`src/rtl/arm_ctrl_pkg.sv`:
```
// Shared opcode, ALU-operation and control-bundle definitions for the LEGv8 control/data-memory slice.
// The optional EOR opcode constant is always present; its decode is enabled by ARM_CTRL_EOR_EN.
package arm_ctrl_pkg;

  localparam logic [10:0] OP_ADD  = 11'b10001011000;
  localparam logic [10:0] OP_SUB  = 11'b11001011000;
  localparam logic [10:0] OP_AND  = 11'b10001010000;
  localparam logic [10:0] OP_ORR  = 11'b10101010000;
  localparam logic [10:0] OP_LDUR = 11'b11111000010;
  localparam logic [10:0] OP_STUR = 11'b11111000000;
  localparam logic [7:0]  OP_CBZ_PFX = 8'b10110100;
  localparam logic [10:0] OP_EOR  = 11'b11001010000;

  localparam logic [1:0] ALU_OP_MEM    = 2'b00;
  localparam logic [1:0] ALU_OP_BRANCH = 2'b01;
  localparam logic [1:0] ALU_OP_RTYPE  = 2'b10;
  localparam logic [1:0] ALU_OP_RSVD   = 2'b11;

  localparam logic [5:0] ALU_CTL_AND   = 6'b000000;
  localparam logic [5:0] ALU_CTL_ORR   = 6'b000001;
  localparam logic [5:0] ALU_CTL_ADD   = 6'b000010;
  localparam logic [5:0] ALU_CTL_EOR   = 6'b000011;
  localparam logic [5:0] ALU_CTL_SUB   = 6'b000110;
  localparam logic [5:0] ALU_CTL_PASSB = 6'b000111;

  typedef struct packed {
    logic       regToLoc;
    logic       aluSrc;
    logic       memToReg;
    logic       regWrite;
    logic       memRead;
    logic       memWrite;
    logic       branch;
    logic [1:0] aluOp;
  } ctrl_t;

  localparam ctrl_t CTRL_NONE  = '{regToLoc: 1'b0, aluSrc: 1'b0, memToReg: 1'b0, regWrite: 1'b0,
                                   memRead: 1'b0, memWrite: 1'b0, branch: 1'b0, aluOp: ALU_OP_MEM};
  localparam ctrl_t CTRL_RTYPE = '{regToLoc: 1'b0, aluSrc: 1'b0, memToReg: 1'b0, regWrite: 1'b1,
                                   memRead: 1'b0, memWrite: 1'b0, branch: 1'b0, aluOp: ALU_OP_RTYPE};
  localparam ctrl_t CTRL_LDUR  = '{regToLoc: 1'b0, aluSrc: 1'b1, memToReg: 1'b1, regWrite: 1'b1,
                                   memRead: 1'b1, memWrite: 1'b0, branch: 1'b0, aluOp: ALU_OP_MEM};
  localparam ctrl_t CTRL_STUR  = '{regToLoc: 1'b1, aluSrc: 1'b1, memToReg: 1'b0, regWrite: 1'b0,
                                   memRead: 1'b0, memWrite: 1'b1, branch: 1'b0, aluOp: ALU_OP_MEM};
  localparam ctrl_t CTRL_CBZ   = '{regToLoc: 1'b1, aluSrc: 1'b0, memToReg: 1'b0, regWrite: 1'b0,
                                   memRead: 1'b0, memWrite: 1'b0, branch: 1'b1, aluOp: ALU_OP_BRANCH};

endpackage

```
`src/rtl/arm_data_mem.sv`:
```
// Word-indexed 64-bit data memory with combinational read and an asynchronous clear of every word.
module arm_data_mem #(
  parameter int MEM_WORDS = 32,
  parameter int ADDR_LSB  = 3
) (
  input  logic        clk,
  input  logic        reset,
  input  logic [63:0] addr_i,
  input  logic [63:0] wdata_i,
  input  logic        we_i,
  input  logic        re_i,
  output logic [63:0] rdata_o
);

  localparam int IDX_W = (MEM_WORDS > 1) ? $clog2(MEM_WORDS) : 1;

  logic [63:0]      mem_q [MEM_WORDS];
  logic [IDX_W-1:0] idx;
  logic             unusedAddr;

  // Only the index field selects a word: higher bits wrap, lower bits pick the containing word.
  assign idx        = addr_i[ADDR_LSB +: IDX_W];
  assign unusedAddr = ^addr_i;

  always_ff @(posedge clk or posedge reset) begin
    if (reset) begin
      for (int i = 0; i < MEM_WORDS; i++) begin
        mem_q[i] <= '0;
      end
    end else if (we_i) begin
      mem_q[idx] <= wdata_i;
    end
  end

  assign rdata_o = (re_i && !reset) ? mem_q[idx] : 64'h0;

endmodule

```
`src/rtl/arm_ctrl_datamem.sv`:
```
// LEGv8 main control decode, ALU control and data memory for the single-cycle datapath.
// Define ARM_CTRL_EOR_EN to accept EOR as an R-type instruction.
module arm_ctrl_datamem
  import arm_ctrl_pkg::*;
#(
  parameter int MEM_WORDS = 32,
  parameter int ADDR_LSB  = 3
) (
  input  logic        clk,
  input  logic        reset,
  input  logic [10:0] opcode,
  input  logic [63:0] mem_addr,
  input  logic [63:0] mem_wdata,
  output logic        reg_to_loc,
  output logic        branch,
  output logic        mem_read,
  output logic        mem_to_reg,
  output logic [1:0]  alu_op,
  output logic        mem_write,
  output logic        alu_src,
  output logic        reg_write,
  output logic [5:0]  alu_ctl,
  output logic [63:0] mem_rdata,
  output logic        illegal_op
);

  ctrl_t      ctrl;
  logic       illegal;
  logic [5:0] aluCtl;

  // CBZ ignores its low three opcode bits, so it is matched on the prefix before the exact opcodes.
  always_comb begin
    ctrl    = CTRL_NONE;
    illegal = 1'b0;
    if (opcode[10:3] == OP_CBZ_PFX) begin
      ctrl = CTRL_CBZ;
    end else begin
      case (opcode)
        OP_ADD, OP_SUB, OP_AND, OP_ORR: ctrl = CTRL_RTYPE;
`ifdef ARM_CTRL_EOR_EN
        OP_EOR:  ctrl = CTRL_RTYPE;
`endif
        OP_LDUR: ctrl = CTRL_LDUR;
        OP_STUR: ctrl = CTRL_STUR;
        default: illegal = 1'b1;
      endcase
    end
  end

  always_comb begin
    aluCtl = ALU_CTL_ADD;
    case (ctrl.aluOp)
      ALU_OP_BRANCH: aluCtl = ALU_CTL_PASSB;
      ALU_OP_RTYPE: begin
        case (opcode)
          OP_SUB:  aluCtl = ALU_CTL_SUB;
          OP_AND:  aluCtl = ALU_CTL_AND;
          OP_ORR:  aluCtl = ALU_CTL_ORR;
`ifdef ARM_CTRL_EOR_EN
          OP_EOR:  aluCtl = ALU_CTL_EOR;
`endif
          default: aluCtl = ALU_CTL_ADD;
        endcase
      end
      default: aluCtl = ALU_CTL_ADD;
    endcase
  end

  assign reg_to_loc = ctrl.regToLoc;
  assign alu_src    = ctrl.aluSrc;
  assign mem_to_reg = ctrl.memToReg;
  assign reg_write  = ctrl.regWrite;
  assign mem_read   = ctrl.memRead;
  assign mem_write  = ctrl.memWrite;
  assign branch     = ctrl.branch;
  assign alu_op     = ctrl.aluOp;
  assign alu_ctl    = aluCtl;
  assign illegal_op = illegal;

  arm_data_mem #(
    .MEM_WORDS(MEM_WORDS),
    .ADDR_LSB (ADDR_LSB)
  ) uDataMem (
    .clk    (clk),
    .reset  (reset),
    .addr_i (mem_addr),
    .wdata_i(mem_wdata),
    .we_i   (ctrl.memWrite),
    .re_i   (ctrl.memRead),
    .rdata_o(mem_rdata)
  );

endmodule

```
`config.mk`:
```
export PLATFORM = sky130hd
export DESIGN_NAME = arm_ctrl_datamem
export DESIGN_NICKNAME = d
export VERILOG_FILES = /design/src/rtl/arm_ctrl_pkg.sv /design/src/rtl/arm_data_mem.sv /design/src/rtl/arm_ctrl_datamem.sv
export SDC_FILE = /design/constraint.sdc
export NUM_CORES = 2
export LEC_CHECK = 0
export CAP_MARGIN = 40
export CORE_ASPECT_RATIO = 0.75
export CORE_MARGIN = 2
export CORE_UTILIZATION = 60
export CTS_CLUSTER_SIZE = 14
export DETAILED_ROUTE_END_ITERATION = 12
export PLACE_DENSITY_LB_ADDON = 0.3
export SLEW_MARGIN = 20
export SYNTH_ARGS = -nofsm -noshare
export SYNTH_HDL_FRONTEND = slang
export SYNTH_HIERARCHICAL = 1
export SYNTH_SLANG_ARGS = --single-unit
```
`constraint.sdc`:
```
create_clock -name clk -period 178.8 [get_ports clk]
set_clock_uncertainty 0.15 [all_clocks]
set_input_delay 53.64 -clock clk [delete_from_list [all_inputs] [get_ports clk]]
set_output_delay 53.64 -clock clk [all_outputs]
set_load 0.005 [all_outputs]
```
==> flow_metrics.tcl <==
set metrics [dict create \
    core_area_um2 152800 \
    min_path_type "register to register" \
    grt_max_degree 203 \
    relSlewSlack_pct 21.17 \
    ir_drop_mv 0.01107 \
    grt-ovfl-total 0 \
    synth_cell_types 47 \
    final_nets 6718 \
    cp-end-kind "primary output" \
    cts_root_buf "clkbuf_16" \
    startpoint_type "input pin" \
    antenna_found_initial 9 \
    async_flop_share_pct 100.0 \
    largest-register "uDataMem/mem_q" \
    clk_latency_ps 830 \
    hpwlAfterDp_um 145100 \
    clkTransAtPathRegs_ps 60 \
    rows 124 \
    die-area_um2 157700 \
    fin_crit_sh_pct 63.13 \
    crit_fanout 99 \
    leakagePower_nw 52.02 \
    synth_edf_count 0 \
    fin_setup_tns_ps 0 \
    synth_area_um2 92690 \
    via_per_inst 6.547 \
    grt_pass1_wl_um 379300 \
    io-pin-count 221 \
    route.detailed.drc 0 \
    route.vias.total 57290 \
    cts-htree-levels 4 \
    cts_tree "built" \
    cp.arrival_ps 59090 \
    cts_buffers 190 \
    drv_slew 0 \
    run_status "completed" \
    setup_viol 0 \
    finalPower_mw 0.9222 \
    grt.total_usage_pct 31.97 \
    grt_pass1_vias 59090 \
    layout_commonest_cell "dfrtp_1" \
    worst_pin_slew_ps 1182 \
    wl_um 252800 \
    layout_setup_ws_ps 65920 \
    place.gp.congestion 0.7682 \
    wl_per_cell_um 28.89 \
    ys.flop_type "dfrtp_1" \
    cts_buffer_depth 3 \
    cts_hold_buffers 0 \
    cts_resized 0 \
    port_buffers 158 \
    start_util_pct 60.65 \
    seq_area_frac_synth_pct 55.29 \
    required_ps 125010 \
    area_growth_pct 12.39 \
    avgSynthCellArea_um2 14.02 \
    drv_cap 0 \
    yosysWarnings 6 \
    cts_sinks 2048 \
    drive_gt1_share_pct 38.52 \
    min_period_ps 112880 \
    grt_setup_unrepaired "no" \
    drtIter0Drc 5146 \
    path_class "input pin to primary output" \
    synthCells 6612 \
    dieWidth_um 457.8 \
    power.density_nw_per_um2 8.853 \
    hold_viol 0 \
    die_height_um 344.4 \
    cts_setup_buffers 0 \
    largest_reg_flops 2048 \
    dpl_worst_slack_ps 65840 \
    reg_top3 "uDataMem/mem_q (2048)" \
    first_pass_iters 5 \
    layout_common_cells "dfrtp_1, mux2_2, mux2i_1, o22ai_1, clkbuf_16" \
    antenna_left 0 \
    ys_ff_latch 2048 \
    fmax_mhz 8.859 \
]
kinds of logic (layout without fill, tap and decap cells):
group	count (synthesis)	after routing	share of synthesized area, %
flip-flops	2048	2048	55.29
buffers and inverters	636	753	3.236
AND/OR/NAND/NOR	273	273	1.594
multiplexers	3072	3072	35.94
AO/OA/AOI/OAI	582	582	3.932
other	1	6	0.004046
layout make-up:
cell class | count | area, um^2
sequential | 2048 | 51250
fill | 10350 | 48650
multi-input combinational | 3930 | 38780
clock buffer | 289 | 5737
timing repair buffer | 404 | 5144
tap | 2016 | 2522
clock inverter | 57 | 714.4
inverter | 3 | 18.77
antenna | 3 | 7.507
cell usage after synthesis (12+ instances only):
cell type / number / share of area [%]
a31oi_1: 64 / 0.43
buf_1: 24 / 0.097
buf_2: 237 / 1.3
buf_4: 60 / 0.49
buf_6: 12 / 0.15
clkbuf_1: 300 / 1.2
dfrtp_1: 2048 / 55
mux2_1: 58 / 0.70
mux2_2: 1990 / 24
mux2i_1: 1024 / 11
nand2_1: 16 / 0.065
nor2_1: 133 / 0.54
nor2_2: 12 / 0.081
nor4_1: 65 / 0.44
o22ai_1: 512 / 3.5
routing by layer:
metal	share of wire [%]	wire length [um]	track usage [%]	vias to the layer above
met5	0.023	57	0	-
met4	3.4	8568	11.08	10
met3	7.2	18080	5.848	536
met2	47	117800	50.51	2044
met1	43	108300	44.91	30540
li1	-	-	-	24150
per-stage QoR:
step | cells | hold slack (ps) | util [%] | cell area (um^2)
3_5_place_dp | 8382 | 324.0 | 63.69 | 97330
2_1_floorplan | 6614 | 307.4 | - | 92690
5_1_grt | 8750 | 355.2 | 68.17 | 104200
3_3_place_gp | 8262 | 316.5 | 62.19 | 95040
4_1_cts | 8728 | 338.1 | 67.91 | 103800
6_report | 8750 | 335.9 | 68.17 | 104200
critical path, cell delays in order:
cell and delay [ps]:
buf_16 420, buf_4 380, buf_16 300, buf_4 530, buf_4 560, buf_4 760
buf_4 490, buf_16 320, mux2i_1 230, o22ai_1 100, nor4_1 470, a31oi_1 260
clkdlybuf4s50_1 510
final timing paths:
check	from	to	slack, ps	cells after the start
max	mem_addr[4]	mem_rdata[18]	65920	13
min	uDataMem/mem_q[1090]	uDataMem/mem_q[1090]	340	1
max reg2reg	uDataMem/mem_q[1643]	uDataMem/mem_q[1643]	177850	1
min reg2reg	uDataMem/mem_q[1090]	uDataMem/mem_q[1090]	340	1
max in group asynchronous	reset	uDataMem/mem_q[1120]	121420	10
min in group asynchronous	reset	uDataMem/mem_q[1477]	53000	2
where the power goes:
part | total, mW | switching (mW) | leakage [nW] | internal, mW
sequential | 0.464 | 0.000155 | 28.6 | 0.464
combinational | 0.0398 | 0.0278 | 20.2 | 0.0120
clock | 0.419 | 0.176 | 3.19 | 0.242
total | 0.922 | 0.204 | 52.0 | 0.718
No activity file was read; power rests on OpenSTA's default activity.
